`src/rtl/overlay_pkg.sv`:
```
// Shared definitions for the animated overlay screen renderer: screen size,
// RGBA word width, animation states, colour constants and a BCD helper.
package overlay_pkg;

  localparam int SCREEN_X = 640;
  localparam int SCREEN_Y = 480;
  localparam int RGBA_W   = 25;

  localparam logic [23:0] COLOUR_BLACK = 24'h000000;
  localparam logic [23:0] COLOUR_WHITE = 24'hFFFFFF;

  typedef enum logic [1:0] {
    IDLE  = 2'd0,
    SLIDE = 2'd1,
    BLINK = 2'd2,
    HOLD  = 2'd3
  } state_t;

  // Double-dabble correction: a nibble of 5 or more would overflow past 9 when doubled.
  function automatic logic [3:0] dabbleAdjust(input logic [3:0] nib);
    return (nib >= 4'd5) ? (nib + 4'd3) : nib;
  endfunction

endpackage

```
`src/rtl/overlay_screen_renderer_bin2bcd_seq.sv`:
```
// Sequential double-dabble binary-to-BCD converter: one input bit per cycle,
// so a conversion takes SCORE_W cycles after the start pulse.
module bin2bcd_seq
  import overlay_pkg::*;
#(
  parameter int SCORE_W = 10,
  parameter int DIGITS  = 4
) (
  input  logic                  i_clk,
  input  logic                  i_rst,
  input  logic                  i_start,
  input  logic [SCORE_W-1:0]    i_bin,
  output logic [DIGITS*4-1:0]   o_bcd,
  output logic                  o_done
);

  localparam int CW = $clog2(SCORE_W + 1);

  logic [SCORE_W-1:0]  r_bin;
  logic [DIGITS*4-1:0] r_bcd;
  logic [DIGITS*4-1:0] w_adj;
  logic [CW-1:0]       r_cnt;
  logic                r_busy;
  logic                r_done;

  always_comb begin
    w_adj = '0;
    for (int i = 0; i < DIGITS; i++) begin
      w_adj[i*4 +: 4] = dabbleAdjust(r_bcd[i*4 +: 4]);
    end
  end

  always_ff @(posedge i_clk) begin
    if (i_rst) begin
      r_bin  <= '0;
      r_bcd  <= '0;
      r_cnt  <= '0;
      r_busy <= 1'b0;
      r_done <= 1'b0;
    end else if (i_start) begin
      r_bin  <= i_bin;
      r_bcd  <= '0;
      r_cnt  <= '0;
      r_busy <= 1'b1;
      r_done <= 1'b0;
    end else if (r_busy) begin
      r_bcd <= (w_adj << 1) | {{(DIGITS*4-1){1'b0}}, r_bin[SCORE_W-1]};
      r_bin <= r_bin << 1;
      r_cnt <= r_cnt + 1'b1;
      if (r_cnt == CW'(SCORE_W - 1)) begin
        r_busy <= 1'b0;
        r_done <= 1'b1;
      end
    end
  end

  assign o_bcd  = r_bcd;
  assign o_done = r_done;

endmodule

```
`src/rtl/overlay_screen_renderer.sv`:
```
// Animated title/end-of-game overlay: banner and icon slide in, blink, then hold,
// with a BCD score readout below; composites external ROM pixels into registered RGBA.
module overlay_screen_renderer
  import overlay_pkg::*;
#(
  parameter int          BANNER_X      = 192,
  parameter int          BANNER_Y      = 224,
  parameter int          BANNER_W      = 256,
  parameter int          BANNER_H      = 32,
  parameter int          ICON_W        = 32,
  parameter int          ICON_H        = 32,
  parameter int          SCORE_W       = 10,
  parameter int          DIGITS        = 4,
  parameter int          DIGIT_W       = 8,
  parameter int          DIGIT_H       = 16,
  parameter int          SCORE_X       = 288,
  parameter int          SCORE_Y       = 272,
  parameter int          SLIDE_START   = 224,
  parameter int          SLIDE_STEP    = 8,
  parameter int          BLINK_FRAMES  = 16,
  parameter int          BLINK_TOGGLES = 6,
  parameter logic [23:0] BG_RGB        = COLOUR_BLACK,
  parameter logic [23:0] DIGIT_RGB     = COLOUR_WHITE
) (
  input  logic               i_clk,
  input  logic               i_rst,
  input  logic [9:0]         i_x,
  input  logic [9:0]         i_y,
  input  logic               i_frame_start,
  input  logic               i_active,
  input  logic [SCORE_W-1:0] i_score,
  output logic [9:0]         o_banner_img_x,
  output logic [9:0]         o_banner_img_y,
  input  logic [RGBA_W-1:0]  i_banner_rgba,
  output logic [9:0]         o_icon_img_x,
  output logic [9:0]         o_icon_img_y,
  input  logic [RGBA_W-1:0]  i_icon_rgba,
  output logic [3:0]         o_glyph_code,
  output logic [3:0]         o_glyph_x,
  output logic [4:0]         o_glyph_y,
  input  logic               i_glyph_bit,
  output logic [7:0]         o_r,
  output logic [7:0]         o_g,
  output logic [7:0]         o_b,
  output logic               o_a
);

  localparam int FW = $clog2(BLINK_FRAMES + 1);
  localparam int TW = $clog2(BLINK_TOGGLES + 1);

  localparam logic [9:0] BANNER_X0 = 10'(BANNER_X);
  localparam logic [9:0] BANNER_XE = 10'(BANNER_X + BANNER_W);
  localparam logic [9:0] ICON_X0   = 10'(BANNER_X - ICON_W);
  localparam logic [9:0] ICON_XE   = 10'(BANNER_X);
  localparam logic [9:0] SCORE_X0  = 10'(SCORE_X);
  localparam logic [9:0] SCORE_XE  = 10'(SCORE_X + DIGITS * DIGIT_W);
  localparam logic [9:0] SCORE_Y0  = 10'(SCORE_Y);
  localparam logic [9:0] SCORE_YE  = 10'(SCORE_Y + DIGIT_H);

  state_t      r_state, w_stateNext;
  logic [9:0]  r_offset, w_offsetNext;
  logic        r_visible, w_visibleNext;
  logic [FW-1:0] r_frameCnt, w_frameCntNext;
  logic [TW-1:0] r_toggleCnt, w_toggleCntNext;
  logic [TW-1:0] w_toggleInc;

  logic [7:0]  r_r, r_g, r_b;
  logic        r_a;
  logic [23:0] w_rgbNext;
  logic        w_aNext;

  logic                w_convStart;
  logic                w_convRst;
  logic [DIGITS*4-1:0] w_bcd;
  logic                w_digitsValid;

  logic [9:0]  w_bannerTop, w_bannerBot, w_iconBot;
  logic        w_bannerHit, w_iconHit, w_scoreHit, w_scoreShown;
  logic [9:0]  w_relX;
  logic [DIGITS-1:0] w_blank;
  logic        w_lead;
  logic [3:0]  w_glyphCode, w_glyphX;
  logic        w_digitBlank;

  // Dropping active flushes the converter so digits are invalid until the next latch.
  assign w_convStart = (r_state == IDLE) && i_active;
  assign w_convRst   = i_rst | ~i_active;

  bin2bcd_seq #(
    .SCORE_W (SCORE_W),
    .DIGITS  (DIGITS)
  ) u_bin2bcd (
    .i_clk   (i_clk),
    .i_rst   (w_convRst),
    .i_start (w_convStart),
    .i_bin   (i_score),
    .o_bcd   (w_bcd),
    .o_done  (w_digitsValid)
  );

  always_ff @(posedge i_clk) begin
    if (i_rst) begin
      r_state     <= IDLE;
      r_offset    <= 10'(SLIDE_START);
      r_visible   <= 1'b1;
      r_frameCnt  <= '0;
      r_toggleCnt <= '0;
    end else begin
      r_state     <= w_stateNext;
      r_offset    <= w_offsetNext;
      r_visible   <= w_visibleNext;
      r_frameCnt  <= w_frameCntNext;
      r_toggleCnt <= w_toggleCntNext;
    end
  end

  assign w_toggleInc = r_toggleCnt + 1'b1;

  // Animation only advances on frame_start so geometry never changes mid-frame.
  always_comb begin
    w_stateNext     = r_state;
    w_offsetNext    = r_offset;
    w_visibleNext   = r_visible;
    w_frameCntNext  = r_frameCnt;
    w_toggleCntNext = r_toggleCnt;
    if (!i_active) begin
      w_stateNext     = IDLE;
      w_offsetNext    = 10'(SLIDE_START);
      w_visibleNext   = 1'b1;
      w_frameCntNext  = '0;
      w_toggleCntNext = '0;
    end else begin
      case (r_state)
        IDLE: w_stateNext = SLIDE;
        SLIDE: begin
          if (i_frame_start) begin
            if (r_offset <= 10'(SLIDE_STEP)) begin
              w_offsetNext = '0;
              w_stateNext  = BLINK;
            end else begin
              w_offsetNext = r_offset - 10'(SLIDE_STEP);
            end
          end
        end
        BLINK: begin
          if (i_frame_start) begin
            if (r_frameCnt == FW'(BLINK_FRAMES - 1)) begin
              w_visibleNext   = ~r_visible;
              w_frameCntNext  = '0;
              w_toggleCntNext = w_toggleInc;
              if (w_toggleInc == TW'(BLINK_TOGGLES)) begin
                w_stateNext   = HOLD;
                w_visibleNext = 1'b1;
              end
            end else begin
              w_frameCntNext = r_frameCnt + 1'b1;
            end
          end
        end
        HOLD: w_stateNext = HOLD;
        default: w_stateNext = IDLE;
      endcase
    end
  end

  assign w_bannerTop = 10'(BANNER_Y) - r_offset;
  assign w_bannerBot = w_bannerTop + 10'(BANNER_H);
  assign w_iconBot   = w_bannerTop + 10'(ICON_H);

  assign w_bannerHit = (i_x >= BANNER_X0) && (i_x < BANNER_XE) &&
                       (i_y >= w_bannerTop) && (i_y < w_bannerBot);
  assign w_iconHit   = (i_x >= ICON_X0) && (i_x < ICON_XE) &&
                       (i_y >= w_bannerTop) && (i_y < w_iconBot);
  assign w_scoreHit  = (i_x >= SCORE_X0) && (i_x < SCORE_XE) &&
                       (i_y >= SCORE_Y0) && (i_y < SCORE_YE);
  assign w_scoreShown = ((r_state == BLINK) || (r_state == HOLD)) && w_digitsValid;

  assign o_banner_img_x = i_x - BANNER_X0;
  assign o_banner_img_y = i_y - w_bannerTop;
  assign o_icon_img_x   = i_x - ICON_X0;
  assign o_icon_img_y   = i_y - w_bannerTop;

  // Leading zeros are blanked, but the least significant digit always shows.
  always_comb begin
    w_lead  = 1'b1;
    w_blank = '0;
    for (int i = 0; i < DIGITS; i++) begin
      if (w_lead && (i != DIGITS - 1) && (w_bcd[(DIGITS-1-i)*4 +: 4] == 4'd0)) begin
        w_blank[i] = 1'b1;
      end else begin
        w_lead = 1'b0;
      end
    end
  end

  assign w_relX = i_x - SCORE_X0;

  always_comb begin
    w_glyphCode  = '0;
    w_glyphX     = '0;
    w_digitBlank = 1'b0;
    for (int i = 0; i < DIGITS; i++) begin
      if ((w_relX >= 10'(i * DIGIT_W)) && (w_relX < 10'((i + 1) * DIGIT_W))) begin
        w_glyphCode  = w_bcd[(DIGITS-1-i)*4 +: 4];
        w_glyphX     = 4'(w_relX - 10'(i * DIGIT_W));
        w_digitBlank = w_blank[i];
      end
    end
  end

  assign o_glyph_code = w_glyphCode;
  assign o_glyph_x    = w_glyphX;
  assign o_glyph_y    = 5'(i_y - SCORE_Y0);

  // Gating on i_active too makes the output go transparent on the same edge as the state.
  always_comb begin
    w_rgbNext = BG_RGB;
    w_aNext   = 1'b1;
    if ((r_state == IDLE) || !i_active) begin
      w_rgbNext = 24'h000000;
      w_aNext   = 1'b0;
    end else if (r_visible && w_bannerHit && i_banner_rgba[0]) begin
      w_rgbNext = i_banner_rgba[24:1];
    end else if (r_visible && w_iconHit && i_icon_rgba[0]) begin
      w_rgbNext = i_icon_rgba[24:1];
    end else if (w_scoreShown && w_scoreHit && !w_digitBlank && i_glyph_bit) begin
      w_rgbNext = DIGIT_RGB;
    end
  end

  always_ff @(posedge i_clk) begin
    if (i_rst) begin
      r_r <= '0;
      r_g <= '0;
      r_b <= '0;
      r_a <= 1'b0;
    end else begin
      r_r <= w_rgbNext[23:16];
      r_g <= w_rgbNext[15:8];
      r_b <= w_rgbNext[7:0];
      r_a <= w_aNext;
    end
  end

  assign o_r = r_r;
  assign o_g = r_g;
  assign o_b = r_b;
  assign o_a = r_a;

endmodule

```
`config.mk`:
```
export PLATFORM = sky130hd
export DESIGN_NAME = overlay_screen_renderer
export DESIGN_NICKNAME = d
export VERILOG_FILES = /design/src/rtl/overlay_pkg.sv /design/src/rtl/overlay_screen_renderer_bin2bcd_seq.sv /design/src/rtl/overlay_screen_renderer.sv
export SDC_FILE = /design/constraint.sdc
export NUM_CORES = 1
export LEC_CHECK = 0
export ABC_CLOCK_PERIOD_IN_PS = 5250
export CAP_MARGIN = 20
export CELL_PAD_IN_SITES_DETAIL_PLACEMENT = 2
export CELL_PAD_IN_SITES_GLOBAL_PLACEMENT = 2
export CORE_AREA = 10 10 218 117
export DETAILED_ROUTE_END_ITERATION = 8
export DIE_AREA = 0 0 228 127
export GPL_ROUTABILITY_DRIVEN = 0
export PLACE_DENSITY_LB_ADDON = 0.12
export SLEW_MARGIN = 20
export SYNTH_ARGS = -nofsm -noshare
export SYNTH_HDL_FRONTEND = slang
export SYNTH_SLANG_ARGS = --single-unit
```
`constraint.sdc`:
```
create_clock -name i_clk -period 5.25 [get_ports i_clk]
set_input_delay 1.05 -clock i_clk [delete_from_list [all_inputs] [get_ports i_clk]]
set_output_delay 1.05 -clock i_clk [all_outputs]
set_load 0.02 [all_outputs]
```
==> results of run 1 <==
per-stage QoR:
step | util | instances | total power (uW)
finish | 0.315 | 1015 | 1630
floorplan | - | 580 | 787
global route | 0.315 | 1015 | 1700
detailed placement | 0.301 | 999 | 953
CTS | 0.315 | 1015 | 1660
global placement | 0.300 | 998 | 946
flip-flops by register name, indices dropped and copies added, names as in the netlist, 4 cells and up:
name             count
o_g                  8
u_bin2bcd.r_cnt      4
r_frameCnt           5
u_bin2bcd.o_bcd     16
r_offset             7
o_b                  8
o_r                  8
u_bin2bcd.r_bin     10
logic make-up (layout without fill, tap and decap cells):
kind of cell,after synthesis,in the layout,synth area share
XOR/XNOR,34,34,0.0621
buffers and inverters,89,217,0.0994
AND/OR/NAND/NOR,204,204,0.202
multiplexers,21,21,0.0529
other,1,2,0.000762
AO/OA/AOI/OAI,115,115,0.177
flip-flops,75,75,0.305
adder cells (fa/ha/maj),40,40,0.101
worst register-to-register path, stage by stage (launching register included):
cell      delay, ns
dfxtp_1        0.47
inv_1          0.13
ha_1           0.23
xor2_1         0.41
ha_1           0.28
nand2_1        0.06
nor2_1         0.12
xor2_1         0.20
ha_1           0.31
nand3_1        0.18
o22ai_2        0.15
a311oi_4       0.41
nand4_4        0.19
o21ai_2        0.89
o221a_1        0.37
layout by cell type, fill, tap and decap left out, drive strengths merged, types with 3 or more instances in the layout:
cell type and n:
o31ai 5, clkinv 3, nand2b 10, nand4 9, buf 6, inv 34
a21oi 39, dfxtp 75, o21ai 19, a211oi 11, nor2 63, o221a 21
ha 38, nor2b 5, nor4 3, nor3 35, mux4 4, nand3 13
clkbuf 10, o21a 4, nor4b 3, mux2i 17, xnor2 16, nand2 50
xor2 18, a211o 3, clkdlybuf4s50 161
layer usage:
metal	vias up	wire, um	GRT usage
met5	-	0	0
met3	11	603	0.0285
met4	0	167	0.0292
met1	2291	10000	0.181
li1	2266	-	-
met2	81	8760	0.209
worst max-delay path by stage:
stage | slack (ns) | end | from
3_3_place_gp | 0.39 | o_icon_img_y[9] | i_y[3]
6_report | 0.27 | o_banner_img_y[9] | i_y[3]
5_1_grt | 0.09 | o_glyph_code[2] | i_x[7]
3_5_place_dp | 0.27 | o_banner_img_y[9] | i_y[3]
4_1_cts | 0.26 | o_banner_img_y[9] | i_y[3]
2_1_floorplan | 1.23 | o_icon_img_y[9] | i_y[3]
final cells by class:
type / instances / area share
clock buffer: 10 / 0.0330
timing repair buffer: 167 / 0.239
tap: 307 / 0.0554
clock inverter: 6 / 0.0130
sequential: 75 / 0.217
inverter: 34 / 0.0184
multi-input combinational: 416 / 0.424
power by group:
group,total (uW),internal [uW],switching [uW]
Combinational,357,168,189
Clock,696,418,278
Sequential,580,574,5.95
Total,1630,1160,473
==> results.toml, run 1 <==
[detailed_routing]
dr.pass1.iters = 4
vias = 4649
routedWlPerCell_um = 19.3
drc = 0
ant_nets = 0
avgViaCountPerCell = 4.58
routed_wl_mm = 19.6
drt_iter0_drc = 162

[cts]
cts_resized = 0
cts.clk_slew.worst_paths_ns = 0.06
cts_tree = "yes"
clk-insertion-delay-late_ns = 0.35
post_cts_buffers = 0
clock-root-buffer = "clkbuf_16"
cts_buffers = 9
cts_htree_levels = 3
cts_hold_buf = 0
cts.sinks = 75
clockBufferDepth = 2

[setup_path]
critical_path.max_fanout = 5
slowest_delay_ns = 0.63
cpMostUsedCell = "clkdlybuf4s50_1"
crit_chain = "clkdlybuf4s50_1 -> ha_1 -> o21a_1 -> nor2_1 -> o21bai_1 -> maj3_1 -> or4_1 -> nand4_1 -> clkdlybuf4s50_1"
path_buf_inv = 2
worstReg2RegStart = "r_offset[4]$_SDFFE_PP0P_"
critical_path_depth = 9
cp_top_family = "buffers and inverters"
crit_arrival_ns = 3.93
cp-end-kind = "output pin"
critPathSlowestCell = "clkdlybuf4s50_1"
r2r_cells = 14
r2r_slack_ns = 0.79
crit_required_ns = 4.20
rr_endpoint = "o_b[1]$_SDFF_PP0_"
crit_type = "input port to output pin"
setup.worst_path.start_class = "input port"

[global_routing]
grt_pass1_vias = 5127
grt_pass1_wl_mm = 30.6
antenna_found_initial = 0
grt.total_usage = 0.132
grt_overflow = 0
grt_max_degree = 26

[cells_and_area]
fillCellCount = 2458
seqCellArea_um2 = 1500
area_delta_synth_final_pct = 40.9
drive_gt1_frac = 0.0593
antenna_cells = 0
final_nets = 826
finish.instance_area_um2 = 6930
multiInputGateArea_um2 = 2940

[placed_design]
dp.final_hpwl_mm = 15.6
preCtsSetupSlack_ns = 0.269
placed_area_um2 = 6620
port_buffers = 161

[pwr]
ir_drop_mv = 0.140
p_leak_uw = 0.00242
powerDensity_nw_per_um2 = 236

[timing]
setup_violations = 0
rsz0062_at_grt = "no"
tightest_slew_ns = 1.12
skew_ns = 0.00727
setup_tns_ns = 0
slew_headroom = 0.255
fmax_ghz = 0.201
setup_slack_ns = 0.274
finalCritPeriodShare = 0.948
finalCriticalPeriod_ns = 4.98
hold_ws_ns = 0.480
finalHoldViolCount = 0
slew_violations = 0

[floorplan]
coreArea_um2 = 22000
io-pin-count = 163
die_area_um2 = 29000
die_x_um = 228
rows = 39
die_y_um = 127
start_util = 0.224

[run]
max-cap-violations = 0

[yosys]
synth_top_area_cell = "dfxtp_1"
synth_top_area_share = 0.305
synth_edf_count = 0
yosysMostFrequentCell = "dfxtp_1"
synth_area_leaders = "dfxtp_1 31%, ha_1 9.7%, nor2_1 4.8%, o221a_1 4.8%, buf_4 4.6%"
ys_ff_latch = 75
ys_seq_area_frac = 0.305
netlist_instances = 579
yosys_warnings = 0
ys_dominant_reg_cell = "dfxtp_1"
synth_commonest_cells = "75 x dfxtp_1, 63 x nor2_1, 50 x nand2_1"
synth.avg_cell_area_um2 = 8.50
synthArstFlopShare = 0
netlist_area_um2 = 4920
ys_types = 64

[hold_path]
worst_hold_path_type = "flop to flop"
min_path_cells = 2
hold_start = "u_bin2bcd.o_done$_SDFFE_PP0P_"
min_to = "u_bin2bcd.o_done$_SDFFE_PP0P_"

[status]
outcome = "complete, no violations"
Note: power is estimated with default switching activity, not from simulation.
==> inputs of run 2 (changes only) <==
Settings changed: TNS_END_PERCENT set to 10.
==> results of run 2 <==
Same layout as run 1: the final DEF is identical, and so are final timing and power.
==> inputs of run 3 (changes only) <==
Settings changed: ABC_AREA set to 1, CORE_AREA 10 10 218 117 to 10 10 228 122, DIE_AREA 0 0 228 127 to 0 0 238 132, SLEW_MARGIN 20 to unset.
==> run 3 against run 2 <==
Compared with the run above:
- design area rose by 6.7%
- global-route usage rose by 1.1 points
- first-iteration DRC count rose by 8.0%
- combinational power rose by 7.3%
- maximum frequency fell by 0.43%
- register-to-register slack improved by 0.47 ns
- worst hold slack got worse by 0.024 ns
- clock-buffer cell count did not move
- cell count rose by 20%
- synthesized area rose by 9.1%
- setup slack got worse by 0.022 ns
- sequential power barely moved
- critical endpoint is now o_glyph_code[2]
- largest cell class unchanged
- highest routed layer unchanged
==> results.toml, run 3 <==
[pwr]
clkPwrFrac = 0.416
switchingPower_uw = 515
powerDensity_nw_per_um2 = 222
p_leak_uw = 0.00301
p_comb_frac = 0.233
ir_drop_mv = 0.121
internal-power_uw = 1130
seq_power_share = 0.351
power_uw = 1650
sw_frac_of_total = 0.313

[detailed_routing]
drc = 0
ant_nets = 0
avgViaCountPerCell = 4.37
dr.pass1.iters = 4
routed_wl_mm = 22.1
drt_iter0_drc = 175
routedWlPerCell_um = 18.1
vias = 5326

[timing]
fmax_ghz = 0.200
rsz0062_at_grt = "no"
finalCritPeriodShare = 0.952
slew_violations = 0
tightest_slew_ns = 0.756
finalHoldViolCount = 0
setup_tns_ns = 0
setup_violations = 0
slew_headroom = 0.494
setup_slack_ns = 0.252
finalCriticalPeriod_ns = 5.00
skew_ns = 0.0127

[setup_path]
cpMostUsedCell = "inv_1"
path_buf_inv = 5
cp_top_family = "buffers and inverters"
critPathLaunch = "i_x[6]"
slowest_delay_ns = 0.66
crit_chain = "clkdlybuf4s50_1 -> inv_1 -> ha_1 -> inv_1 -> nand2_1 -> nand2_2 -> nor2_2 -> nor3b_4 -> inv_1 -> nor3_1 -> nand2_1 -> o2111ai_1 -> clkdlybuf4s50_1"
setup.worst_path.start_class = "input port"
crit_arrival_ns = 3.95
crit_type = "input port to output pin"
crit_required_ns = 4.20
critical_path.max_fanout = 6
cp-end-kind = "output pin"
worstReg2RegStart = "r_offset[3]$_SDFFE_PP0P_"
critPathSlowestCell = "clkdlybuf4s50_1"

[cts]
clockBufferDepth = 2
cts.clk_slew.worst_paths_ns = 0.07
cts_hold_buf = 0
cts_tree = "yes"
post_cts_buffers = 0
cts_buffers = 9
cts_htree_levels = 3
cts_resized = 0
cts.sinks = 75
clk-insertion-delay-late_ns = 0.37
clock-root-buffer = "clkbuf_16"

[cells_and_area]
drive_gt1_frac = 0.103
layout_commonest_cell = "clkdlybuf4s50_1"
area_delta_synth_final_pct = 37.9
largest_register_ffs = 16
finish.instance_area_um2 = 7400
final_nets = 1022
seqCellArea_um2 = 1500
multiInputGateArea_um2 = 3010
fillCellCount = 2770
final_cell_mix = "158 x clkdlybuf4s50_1, 136 x inv_1, 118 x nand2_1, 76 x nor2_1, 75 x dfxtp_1"

[yosys]
synth.avg_cell_area_um2 = 6.96
ys_seq_area_frac = 0.280
yosys_warnings = 0
synth_commonest_cells = "136 x inv_1, 118 x nand2_1, 78 x nor2_1"
ys_dominant_reg_cell = "dfxtp_1"
synth_edf_count = 0
yosysMostFrequentCell = "inv_1"
synth_area_leaders = "dfxtp_1 28%, inv_1 9.5%, ha_1 8.9%, nand2_1 8.3%, nor2_1 5.5%"
synth_top_area_cell = "dfxtp_1"
netlist_instances = 771
synthArstFlopShare = 0
ys_types = 39
ys_ff_latch = 75
netlist_area_um2 = 5370
synth_top_area_share = 0.280

[hold_path]
worst_hold_path_type = "flop to flop"
hold_start = "r_frameCnt[4]$_SDFFE_PP0P_"

[placed_design]
port_buffers = 161
dp.final_hpwl_mm = 18.1
placed_area_um2 = 7090
preCtsSetupSlack_ns = 0.255

[global_routing]
grt_overflow = 0
grt_max_degree = 34
grt_pass1_wl_mm = 35.1
grt_pass1_vias = 5949
antenna_found_initial = 1
grt.total_usage = 0.143

[run]
max-cap-violations = 0

[floorplan]
start_util = 0.227
io-pin-count = 163
coreArea_um2 = 23700
die_x_um = 238
rows = 40
die_y_um = 132
die_area_um2 = 31400

[status]
outcome = "complete, no violations"
run 3: changes by cell type after synthesis, moves of 20 or more:
cell,before,now
nand2_1,50,118
o221a_1,21,0
nand4_1,8,31
nor2_2,0,23
inv_1,32,136
nor2_4,0,20
nor3_1,34,7
nand3_1,13,38
run 3: logic make-up after synthesis:
family | after synthesis | share of synthesized area
other | 1 | 0.000699
buffers and inverters | 192 | 0.163
AND/OR/NAND/NOR | 334 | 0.315
XOR/XNOR | 28 | 0.0471
flip-flops | 75 | 0.280
AO/OA/AOI/OAI | 103 | 0.106
adder cells (fa/ha/maj) | 38 | 0.0886
run 3: per-stage QoR:
stage | utilization | instances | hold slack [ns]
global route | 0.312 | 1219 | 0.495
finish | 0.313 | 1220 | 0.455
detailed placement | 0.299 | 1203 | 0.444
CTS | 0.312 | 1219 | 0.457
global placement | 0.299 | 1203 | 0.437
floorplan | - | 772 | 0.422
run 3: path summary, 6_finish.rpt:
| check | to | slack [ns] | depth (start not counted) |
|---|---|---|---|
| min reg2reg | r_frameCnt[4]$_SDFFE_PP0P_ | 0.46 | 2 |
| max reg2reg | o_b[0]$_SDFF_PP0_ | 1.26 | 17 |
| min | r_frameCnt[4]$_SDFFE_PP0P_ | 0.46 | 2 |
| max | o_glyph_code[2] | 0.25 | 13 |
run 3: cell type report:
cell class | instances | area share
antenna | 1 | 0.000338
clock buffer | 10 | 0.0323
clock inverter | 6 | 0.00964
inverter | 140 | 0.0710
multi-input combinational | 505 | 0.407
sequential | 75 | 0.203
tap | 315 | 0.0533
timing repair buffer | 168 | 0.224
run 3: per-layer routing:
metal,wire [um],vias to the layer above,global-route usage
li1,-,2665,-
met1,11400,2567,0.195
met2,9590,77,0.216
met3,869,17,0.0401
met4,266,0,0.0354
met5,0,-,0
run 3: power by group through the flow:
stage                     sequential (uW)  clock [uW]  combinational, uW
after floorplan                       590           0                213
after global placement                590           0                379
after detailed placement              590           0                389
after CTS                             577         714                391
after global routing                  577         736                418
final                                 577         685                383
run 3: worst reg2reg max path: cells and delay by family, from the launching register on:
family                     cells  cell delay, ns
DFF                            1            0.44
AOI/OAI and AO/OA              2            0.30
adders and majority gates      3            0.82
and+or+nand+nor                7            1.36
xor gates and xnor gates       2            0.35
buffers and inverters          3            0.65
